File: config.mk
export PLATFORM = sky130hd
export DESIGN_NAME = matrix_multiplier_param
export DESIGN_NICKNAME = d
export VERILOG_FILES = /design/src/rtl/matmul_pkg.sv /design/src/rtl/mac_unit.sv /design/src/rtl/matrix_multiplier_param.sv
export SDC_FILE = /design/constraint.sdc
export NUM_CORES = 1
export LEC_CHECK = 0
export CAP_MARGIN = 5
export CORE_UTILIZATION = 45
export CTS_BUF_LIST = sky130_fd_sc_hd__clkbuf_2 sky130_fd_sc_hd__clkbuf_4 sky130_fd_sc_hd__clkbuf_8
export DETAILED_ROUTE_END_ITERATION = 12
export GPL_ROUTABILITY_DRIVEN = 0
export MAX_ROUTING_LAYER = met4
export PLACE_DENSITY = 0.65
export SYNTH_ARGS = -nofsm -noshare
export SYNTH_HDL_FRONTEND = slang
export SYNTH_HIERARCHICAL = 1
export SYNTH_SLANG_ARGS = --single-unit
File: constraint.sdc
create_clock -name CLK -period 5.8 [get_ports CLK]
set_clock_uncertainty 0.1 [all_clocks]
set_input_delay 1.74 -clock CLK [delete_from_list [all_inputs] [get_ports CLK]]
set_output_delay 1.74 -clock CLK [all_outputs]
set_load 0.03 [all_outputs]
File: src/rtl/matmul_pkg.sv
// Shared types and width helper for the parameterised matrix multiplier.
package matmul_pkg;

   typedef enum logic [2:0] {
      ST_IDLE,
      ST_LOAD,
      ST_MAC,
      ST_EMIT,
      ST_DONE
   } state_t;

   // Result width: full product width plus growth from summing dim products.
   function automatic int ow_width(input int dw, input int dim);
      return 2 * dw + $clog2(dim);
   endfunction

endpackage

File: src/rtl/mac_unit.sv
// Multiply-accumulate slice: one DW x DW product per enabled cycle into an OW accumulator.
module mac_unit #(
   parameter int DW     = 8,
   parameter int OW     = 17,
   parameter int SIGNED = 0
) (
   input  logic          CLK,
   input  logic          NRST,
   input  logic          clr,
   input  logic          en,
   input  logic [DW-1:0] a,
   input  logic [DW-1:0] b,
   output logic [OW-1:0] acc
);

   logic          a_sign;
   logic          b_sign;
   logic [OW-1:0] a_ext;
   logic [OW-1:0] b_ext;
   logic [OW-1:0] prod;

   // Extending to OW first makes the truncated product correct for both signednesses.
   always_comb begin
      a_sign = (SIGNED != 0) & a[DW-1];
      b_sign = (SIGNED != 0) & b[DW-1];
      a_ext  = {{(OW-DW){a_sign}}, a};
      b_ext  = {{(OW-DW){b_sign}}, b};
      prod   = a_ext * b_ext;
   end

   // NOTE: sequential state uses non-blocking assignments so every flop samples pre-edge values.
   always_ff @(posedge CLK or negedge NRST) begin
      if (!NRST) begin
         acc <= '0;
      end else if (en) begin
         acc <= (clr ? '0 : acc) + prod;
      end else if (clr) begin
         acc <= '0;
      end
   end

endmodule

File: src/rtl/matrix_multiplier_param.sv
// Square matrix multiplier: streams A/B in row-major, then emits C = A*B one element per strobe.
module matrix_multiplier_param
   import matmul_pkg::*;
#(
   parameter  int DW     = 8,
   parameter  int DIM    = 2,
   parameter  int SIGNED = 0,
   localparam int OW     = ow_width(DW, DIM)
) (
   input  logic          CLK,
   input  logic          NRST,
   input  logic          start,
   input  logic          in_valid,
   input  logic [DW-1:0] A,
   input  logic [DW-1:0] B,
   output logic          in_ready,
   output logic          busy,
   output logic [OW-1:0] OUT,
   output logic          OUT_STROBE,
   output logic          done
);

   localparam int N  = DIM * DIM;
   localparam int KW = $clog2(N);
   localparam int IW = $clog2(DIM);

   state_t        state;
   state_t        state_nxt;
   logic [KW-1:0] k;
   logic [IW-1:0] i;
   logic [IW-1:0] j;
   logic [IW-1:0] t;
   logic [DW-1:0] a_mem [N];
   logic [DW-1:0] b_mem [N];
   logic [KW-1:0] a_idx;
   logic [KW-1:0] b_idx;
   logic [OW-1:0] acc;
   logic [OW-1:0] out_hold;
   logic          last_pair;
   logic          last_t;
   logic          last_col;
   logic          last_row;
   logic          mac_clr;
   logic          mac_en;

   always_comb begin
      last_pair = (k == KW'(N - 1));
      last_t    = (t == IW'(DIM - 1));
      last_col  = (j == IW'(DIM - 1));
      last_row  = (i == IW'(DIM - 1));
      a_idx     = KW'(int'(i) * DIM + int'(t));
      b_idx     = KW'(int'(t) * DIM + int'(j));
      mac_en    = (state == ST_MAC);
      mac_clr   = mac_en && (t == '0);
   end

   always_ff @(posedge CLK or negedge NRST) begin
      if (!NRST) begin
         state <= ST_IDLE;
      end else begin
         state <= state_nxt;
      end
   end

   // NOTE: next state is defaulted before the case so no path leaves it unassigned (no latch).
   always_comb begin
      state_nxt = state;
      case (state)
         ST_IDLE: if (start) state_nxt = ST_LOAD;
         ST_LOAD: if (in_valid && last_pair) state_nxt = ST_MAC;
         ST_MAC:  if (last_t) state_nxt = ST_EMIT;
         ST_EMIT: state_nxt = (last_row && last_col) ? ST_DONE : ST_MAC;
         ST_DONE: state_nxt = ST_IDLE;
         default: state_nxt = ST_IDLE;
      endcase
   end

   always_ff @(posedge CLK or negedge NRST) begin
      if (!NRST) begin
         k <= '0;
         i <= '0;
         j <= '0;
         t <= '0;
      end else begin
         case (state)
            ST_IDLE: begin
               k <= '0;
               i <= '0;
               j <= '0;
               t <= '0;
            end
            ST_LOAD: if (in_valid) k <= last_pair ? '0 : k + KW'(1);
            ST_MAC:  t <= last_t ? '0 : t + IW'(1);
            ST_EMIT: begin
               if (last_col) begin
                  j <= '0;
                  i <= last_row ? '0 : i + IW'(1);
               end else begin
                  j <= j + IW'(1);
               end
            end
            default: ;
         endcase
      end
   end

   // NOTE: operand storage has no reset; every job rewrites all entries before they are read.
   always_ff @(posedge CLK) begin
      if (state == ST_LOAD && in_valid) begin
         a_mem[k] <= A;
         b_mem[k] <= B;
      end
   end

   always_ff @(posedge CLK or negedge NRST) begin
      if (!NRST) begin
         out_hold <= '0;
      end else if (state == ST_EMIT) begin
         out_hold <= acc;
      end
   end

   mac_unit #(
      .DW     (DW),
      .OW     (OW),
      .SIGNED (SIGNED)
   ) u_mac (
      .CLK  (CLK),
      .NRST (NRST),
      .clr  (mac_clr),
      .en   (mac_en),
      .a    (a_mem[a_idx]),
      .b    (b_mem[b_idx]),
      .acc  (acc)
   );

   // The accumulator is stable during EMIT, so OUT shows it directly and then holds it.
   assign OUT        = (state == ST_EMIT) ? acc : out_hold;
   assign OUT_STROBE = (state == ST_EMIT);
   assign done       = (state == ST_DONE);
   assign busy       = (state != ST_IDLE);
   assign in_ready   = (state == ST_LOAD);

endmodule

; ---- After elaboration in Yosys (flattened, before gate mapping)
; Memory sizes are Yosys's and may differ from the RTL's.
; Cells that the tools add are included.
[op_classes]
mux = 20
eq_ne = 10
mul = 1
n_reduce_logical = 12
n_bitwise = 1
addsub = 7
[ops]
columns = op, count
row1 = $mux W17, 3
row2 = $add A17 B17 Y17, 1
row3 = $mul A8 B8 Y16, 1
row4 = $mux W3, 4
row5 = $pmux W3 S4, 1
row6 = $eq A3 B2 Y1 const B, 2
row7 = $mux W1, 6
row8 = $ne A2 B2 Y1 const B, 3
row9 = $pmux W1 S2, 3
row10 = $reduce_bool A2 Y1, 3
row11 = $add A2 B1 Y2, 2
row12 = $logic_and A1 B1 Y1, 4
row13 = $mux W2, 2
row14 = $ne A2 B1 Y1 const B, 2
row15 = $pmux W2 S2, 1
row16 = $reduce_and A2 Y1, 2
row17 = $add A1 B1 Y1 const B, 3
row18 = $eq A3 B1 Y1 const B, 1
row19 = $eq A3 B3 Y1 const B, 1
row20 = $logic_not A3 Y1, 1
row21 = $reduce_and A3 Y1, 1
row22 = $reduce_bool A3 Y1, 1
row23 = $add A2 B1 Y2 const B, 1
row24 = $eq A2 B2 Y1 const B, 1
row25 = $not A1 Y1, 1
[word_totals]
ff_bits = 42
input_bits = 20
memories = 2
ram_bits = 64
[mem_list]
columns = name, depth, word_bits, rd, rd_clocked_by_memory_dff, write_ports, line
row1 = a_mem, 4, 8, 1, 0, 1, matrix_multiplier_param.sv:33  ; logic [DW-1:0] a_mem [N];
row2 = b_mem, 4, 8, 1, 0, 1, matrix_multiplier_param.sv:34  ; logic [DW-1:0] b_mem [N];

; ---- Depth between registers and ports, before layout
; Gate-level depths: netlist of the first run.
[depth]
ltp_word = 5
mapped_depth = 26
ltp_nobuf = 24

; ---- Hierarchy
; Netlist of the first run, hierarchy kept.
[modules_own_cells]
columns = mod, cells_per_inst, seq_area_each_um2, n_inst, area_per_inst_um2
row1 = mac_unit, 407, 425.4, 1, 3580.9
row2 = matrix_multiplier_param, 183, 2547.4, 1, 3524.6

; ---- Worst setup path before layout of the first run
; No wires, ideal clock.
[synth_timing]
kind = reg-to-reg
start = register j
end = register u_mac.acc[15]
arrival_time_ns = 5.995
path_slack_ns = -0.420
setup_ns = 0.125
synth_period_minus_slack_ns = 6.220
path_stages_with_launch = 26
path_cell_list = dfrtp_1 -> buf_2 -> buf_6 -> mux4_2 -> nand2_1 -> fa_1 -> fa_1 -> inv_1 -> fa_1 -> inv_1 -> fa_1 -> inv_1 -> ha_1 -> a21oi_1 -> o21ai_1 -> a21oi_1 -> o21ai_0 -> a21oi_1 -> xnor2_1 -> ha_1 -> and2_1 -> and3_1 -> a221oi_1 -> o21ai_1 -> xor2_1 -> mux2_2
[synth_via]
elab_chain_cells = 5
[synth_lines]
columns = item, line
row1 = "start, declared", matrix_multiplier_param.sv:31  ; logic [IW-1:0] j;
row2 = "start signal, assigned", matrix_multiplier_param.sv:99  ; j <= j + IW'(1);
row3 = $add A2 B1 Y2, matrix_multiplier_param.sv:52  ; b_idx = KW'(int'(t) * DIM + int'(j));
row4 = $mem_v2 Z4 W8, n/a
row5 = $mul A8 B8 Y16, mac_unit.sv:28  ; prod = a_ext * b_ext;
row6 = $add A17 B17 Y17, mac_unit.sv:36  ; acc <= (clr ? '0 : acc) + prod;
row7 = $mux W17, mac_unit.sv:35  ; end else if (en) begin
row8 = "end signal, assigned", mac_unit.sv:36
row9 = "end, declared", mac_unit.sv:13  ; output logic [OW-1:0] acc
; Every way passes these cells.
; A chain may end at the register's enable or synchronous reset.

; ---- Worst setup path after layout of the first run
[layout_timing]
start = register t (netlist: last_t)
end = register u_mac.acc[15]
[layout_via]
elab_chain_cells = 5
word_cells_on_any_way = 10
classes_between = add/sub (3) / mul (1) / mux (2) / bitwise (1) / reduce/logical (1) / memory (2)
[layout_lines]
columns = item, line
row1 = "start, declared", matrix_multiplier_param.sv:32  ; logic [IW-1:0] t;
row2 = "start signal, assigned", matrix_multiplier_param.sv:93  ; ST_MAC: t <= last_t ? '0 : t + IW'(1);
row3 = "$add A2 B1 Y2, or another cell as far along", matrix_multiplier_param.sv:51  ; a_idx = KW'(int'(i) * DIM + int'(t));
row4 = "$mem_v2 Z4 W8, or another cell as far along", n/a
row5 = $mul A8 B8 Y16 / $mux W17 (equally long branches), n/a
row6 = $add A17 B17 Y17, mac_unit.sv:36
row7 = $mux W17 *, mac_unit.sv:35
; Mark *: on every way between the ends. The rest lies on a longest branch, timed or not.

==> flow_summary.yaml, run 1 <==
synthesis:
  ys_async_sr_fraction: 0.396
  yosysTopAreaCellShare: 0.270
  synth-edff-count: 64
  synth_area_leaders: "edfxtp_1 27%, dfrtp_1 15%, fa_1 10%, ha_1 10%, mux4_2 5.1%"
  syn_area_per_cell_um2: 12.0
  synth_nets: 704
  ys_ff_latch: 106
  ys.flop_type: "edfxtp_1"
  yosys_warnings: 6
  synth_area_mm2: 0.00711
  ys_seq_area_frac: 0.418
  yosysTopAreaCell: "edfxtp_1"
  synthCells: 590
  ys_types: 60
floorplanning:
  ios: 41
  num_rows: 45
  coreArea_mm2: 0.0153
  die_w_um: 128
  die_height_um: 128
  die_area_mm2: 0.0163
  initial_utilization: 0.464
worst_setup_path:
  r2r_setup_slack_ns: -0.24
  crit_start: "last_t"
  path_depth: 24
  end_kind: "flop"
  crit_top_cell: "fa_1"
  timing.rr.end: "u_mac/acc[15]"
  reg2reg_from: "last_t"
  path_delay_family: "adder cells"
  cp.required_ns: 6.01
  reg2reg_depth: 24
  worstPathMaxFanout: 6
  critPathSlowestCell: "mux4_2"
  cp-start-kind: "flop"
  crit_chain: "buf_12, buf_12, mux4_2, and2_4, fa_1, fa_1, fa_1, inv_1, fa_1, inv_2, ha_4, nand2_4, o21ai_4, a21oi_2, o21ai_2, a21oi_2, xnor2_1, ha_1, and2_4, and3_4, a221oi_2, o21ai_1, xor2_1, mux2_4"
  max_stage_delay_ns: 0.58
  cp.arrival_ns: 6.24
  critPathKind: "reg -> reg"
  cp_num_buf_inv: 4
clock_network:
  hold_buffers: 0
  cts_made_buffers: 9
  cts_tree: "done"
  htreeDepth: 3
  clock-sinks: 106
  root_buffer: "clkbuf_8"
  insertion_delay_ns: 0.40
  clock_path_buffers: 2
  clk_pin_slew_worst_paths_ns: 0.12
timing:
  fmax_mhz: 166
  period_share: 1.04
  hold_viol_final: 0
  slew_viol_final: 0
  worstMarginPinSlew_ns: 0.966
  max_slew_margin: 0.356
  period_needed_ns: 6.04
  setup_viol: 6
  rsz0062_at_grt: "yes"
  fin_ws_ns: -0.236
finish:
  mostFrequentLayoutCells: "78 x buf_4, 64 x edfxtp_1, 54 x inv_1"
  antenna_cells: 0
  fin_area_mm2: 0.00900
  final_common_cell: "buf_4"
  syn2layout_area_growth_pct: 26.7
  drive_above_1_share: 0.319
  finalNetCount: 826
detailed_routing:
  avgRoutedWirePerCell_um: 15.7
  via_count: 4762
  antenna_left: 0
  drc: 0
  wirelength_mm: 14.6
  via_per_inst: 5.13
  drt_iter0_markers: 160
  first_pass_iters: 4
hold_path:
  min-delay-path-class: "reg -> reg"
  hp-start: "out_hold[5]"
  whs_endpoint: "out_hold[5]"
  whs_path_depth: 1
global_route:
  grt_pass1_vias: 5041
  overflow: 0
  met3_usage: 0.0317
  grt_pass1_wl_mm: 24.2
  grt_max_degree: 43
  grt_use_total: 0.197
  use_met2: 0.338
  grt_use_met1: 0.238
  grt-busiest-layer: "met2"
  antenna_found_initial: 0
status:
  outcome: "finished with violations"
  violations: "setup timing"
placed_design:
  dpl.hpwl_mm: 10.5
  place_area_mm2: 0.00832
  io_buffer_count: 40
job:
  drv_cap: 0
## worst max-delay path by stage
stage | to | slack (ns)
finish | u_mac/acc[15] | -0.24
global route | u_mac/acc[15] | -0.48
CTS | u_mac/acc[15] | -0.21
detailed placement | u_mac/acc[15] | -0.47
global placement | u_mac/acc[15] | -0.28
floorplan | u_mac/acc[15] | -0.05
## layout make-up
type | count | area [um^2]
Fill cell | 1247 | 6310
Multi-Input combinational cell | 409 | 4230
Sequential cell | 106 | 2970
Timing Repair Buffer | 125 | 1080
Tap cell | 211 | 264
Inverter | 61 | 229
Clock buffer | 9 | 124
Clock inverter | 7 | 103
## synth_stat cells (3+ instances only)
cell type  number
edfxtp_1       64
inv_1          60
ha_1           57
and2_1         56
dfrtp_1        42
fa_1           37
nand2_1        35
nor2b_1        23
a21oi_1        21
o21ai_0        19
mux2_2         18
mux4_2         16
nor2_1         16
xnor2_1        14
and3_1          9
mux2_4          9
a21o_1          6
buf_2           6
nand3_1         6
nand4_1         6
o21ai_1         6
a211oi_1        5
xor2_1          5
clkbuf_1        3
nand2b_1        3
o211ai_1        3
o21bai_1        3
## kinds of logic (layout without fill, tap and decap cells)
logic type	Yosys count	count (layout)	share of synthesized area
AO/OA/AOI/OAI	88	88	0.0815
XOR/XNOR	19	19	0.0234
adder cells (fa/ha/maj)	94	94	0.205
buffers and inverters	75	202	0.0433
flip-flops	106	106	0.418
multiplexers	44	44	0.0997
AND/OR/NAND/NOR	164	164	0.129
## metal layers
layer | vias to the layer above | wire, um
li1 | 2314 | -
met1 | 2356 | 6430
met5 | - | 0
met4 | 0 | 323
met2 | 66 | 7460
met3 | 26 | 345
## repair_timing
action | CTS | global route
endpoints found under the setup margin | 10 | 10
pin swaps | 33 | 17
buffers inserted | 13 | 4
gates resized for setup | 43 | 30
## worst reg2reg max path: stages (launching register included)
cell and delay (ns):
dfrtp_1 0.39, buf_12 0.14, buf_12 0.13, mux4_2 0.58, and2_4 0.18, fa_1 0.54, fa_1 0.43, fa_1 0.50
inv_1 0.05, fa_1 0.49, inv_2 0.05, ha_4 0.28, nand2_4 0.06, o21ai_4 0.18, a21oi_2 0.06, o21ai_2 0.15
a21oi_2 0.08, xnor2_1 0.13, ha_1 0.36, and2_4 0.17, and3_4 0.17, a221oi_2 0.20, o21ai_1 0.11, xor2_1 0.15
mux2_4 0.26
## state kept, by name, summed over array words and instances, names as in the netlist
name	count
k	2
b_mem	32
out_hold	17
j	1
last_t	1
i	1
u_mac/acc	17
a_mem	32
state	3
## per-stage QoR
stage	setup slack [ns]	util	cells	hold slack (ns)	TNS (ns)
finish	-0.236	0.588	928	0.402	-0.632
global route	-0.478	0.588	928	0.420	-2.39
CTS	-0.213	0.574	924	0.404	-0.434
detailed placement	-0.473	0.543	896	0.378	-2.45
global placement	-0.275	0.543	896	0.378	-1.24
floorplan	-0.0506	-	590	0.419	-0.0506
Power of run 1 is left out: the tool's default activity adds up to more than one toggle a clock period on the data nets, which glitch-free logic cannot reach.
==> run 2, diff against run 1 <==
HOLD_SLACK_MARGIN = 0.03   (was default)
PLACE_DENSITY = default   (was 0.65)
clock period = 5.7 ns   (was 5.8 ns; I/O delays follow)
==> flow_summary.yaml, run 2 (same netlist as run 1, synthesis figures left out) <==
timing:
  max_slew_margin: 0.346
  hold_viol_final: 0
  setup_viol: 7
  fin_ws_ns: -0.369
  fmax_mhz: 165
  slew_viol_final: 0
  hold_ws_ns: 0.408
  rsz0062_at_grt: "yes"
  period_needed_ns: 6.07
  worstMarginPinSlew_ns: 0.982
  period_share: 1.06
finish:
  reg_top3: "a_mem (32), b_mem (32)"
  stdcell_count: 943
  finalNetCount: 841
  fin_area_mm2: 0.00922
  drive_above_1_share: 0.352
  antenna_cells: 0
  multi_input_area_mm2: 0.00431
  fillers: 1238
  final_common_cell: "buf_4"
  seqCellArea_mm2: 0.00298
  final_core_util: 0.602
  syn2layout_area_growth_pct: 29.8
  mostFrequentLayoutCells: "82 x buf_4, 64 x edfxtp_1, 53 x inv_1"
hold_path:
  min-delay-path-class: "reg -> reg"
  whs_path_depth: 1
  whs_endpoint: "out_hold[7]"
  hp-start: "out_hold[7]"
worst_setup_path:
  worstPathMaxFanout: 5
  crit_top_cell: "fa_1"
  reg2reg_from: "last_t"
  timing.rr.end: "u_mac/acc[15]"
  critPathKind: "reg -> reg"
  critPathSlowestCell: "mux4_2"
  cp.required_ns: 5.89
  r2r_setup_slack_ns: -0.37
  end_kind: "flop"
  cp-start-kind: "flop"
  reg2reg_depth: 23
  crit_chain: "buf_6, mux4_2, and2_4, fa_1, fa_1, fa_1, inv_1, fa_1, inv_2, ha_4, a21oi_2, o21ai_4, a21oi_2, o21ai_2, a21oi_2, xnor2_1, ha_1, and2_4, and3_4, a221oi_2, o21ai_1, xor2_1, mux2_2"
  max_stage_delay_ns: 0.59
  cp.arrival_ns: 6.26
detailed_routing:
  via_per_inst: 5.07
  antenna_left: 0
  drc: 0
  first_pass_iters: 4
  via_count: 4777
  drt_iter0_markers: 168
  wirelength_mm: 14.9
  avgRoutedWirePerCell_um: 15.7
placed_design:
  dp_cells: 896
  io_buffer_count: 40
  place_area_mm2: 0.00832
  dpl.hpwl_mm: 10.7
clock_network:
  cts_made_buffers: 9
  clock_path_buffers: 2
  clk_pin_slew_worst_paths_ns: 0.12
  htreeDepth: 3
  cts_tree: "done"
  clock-sinks: 106
  hold_buffers: 0
  root_buffer: "clkbuf_8"
  insertion_delay_ns: 0.39
floorplanning:
  initial_utilization: 0.464
  die_height_um: 128
  coreArea_mm2: 0.0153
  die_w_um: 128
  ios: 41
  num_rows: 45
  die_area_mm2: 0.0163
global_route:
  overflow: 0
  grt_use_total: 0.195
  grt_pass1_vias: 4941
  grt_max_degree: 43
  antenna_found_initial: 0
  grt_pass1_wl_mm: 24.0
job:
  drv_cap: 0
status:
  violations: "setup timing"
  outcome: "finished with violations"
==> run 2: final cells by class <==
cell class              instances  share of cell area
multi-input cells             409               0.467
flip-flops and latches        106               0.323
repair buffers                140               0.134
well taps                     211              0.0286
inverters                      61              0.0248
clock buffers                   9              0.0134
clock inverters                 7             0.00936
==> run 2: stage by stage <==
stage	worst slack, ns	TNS, ns
global placement	-0.419	-2.33
finish	-0.369	-1.56
floorplan	-0.151	-0.151
CTS	-0.341	-1.07
global route	-0.592	-3.09
detailed placement	-0.497	-2.90
==> run 2: worst max path at each step <==
stage	start	to	slack [ns]	depth (start not counted)
after CTS	last_t	u_mac/acc[15]	-0.34	23
after global routing	last_t	u_mac/acc[15]	-0.59	25
after detailed placement	last_t	u_mac/acc[15]	-0.50	24
final	last_t	u_mac/acc[15]	-0.37	23
after floorplan	j	u_mac/acc[15]	-0.15	25
after global placement	last_t	u_mac/acc[15]	-0.42	24
==> run 2: critical path, delay by kind of cell, from the launching register on <==
family	cells	cell delay (ns)
and+or+nand+nor	3	0.55
AOI/OAI and AO/OA	7	0.92
DFF	1	0.49
xor gates and xnor gates	2	0.24
muxes	2	0.85
adders and majority gates	6	2.59
buffers and inverters	3	0.23
==> run 2: metal layers <==
metal  vias up  GRT usage  part of all wire
li1       2344          -                 -
met1      2364      0.248              0.45
met2        54      0.328              0.51
met3        15     0.0321             0.022
met4         0     0.0498             0.015
met5         -          -                 0
==> run 2: repair_timing <==
action                                  4_1_cts  5_1_grt
endpoints found under the setup margin       10       10
gates resized for setup                      47       61
pin swaps                                    34       34
gates cloned                                  1        0
setup buffers                                20       12
Power of run 2 is left out for the same reason.
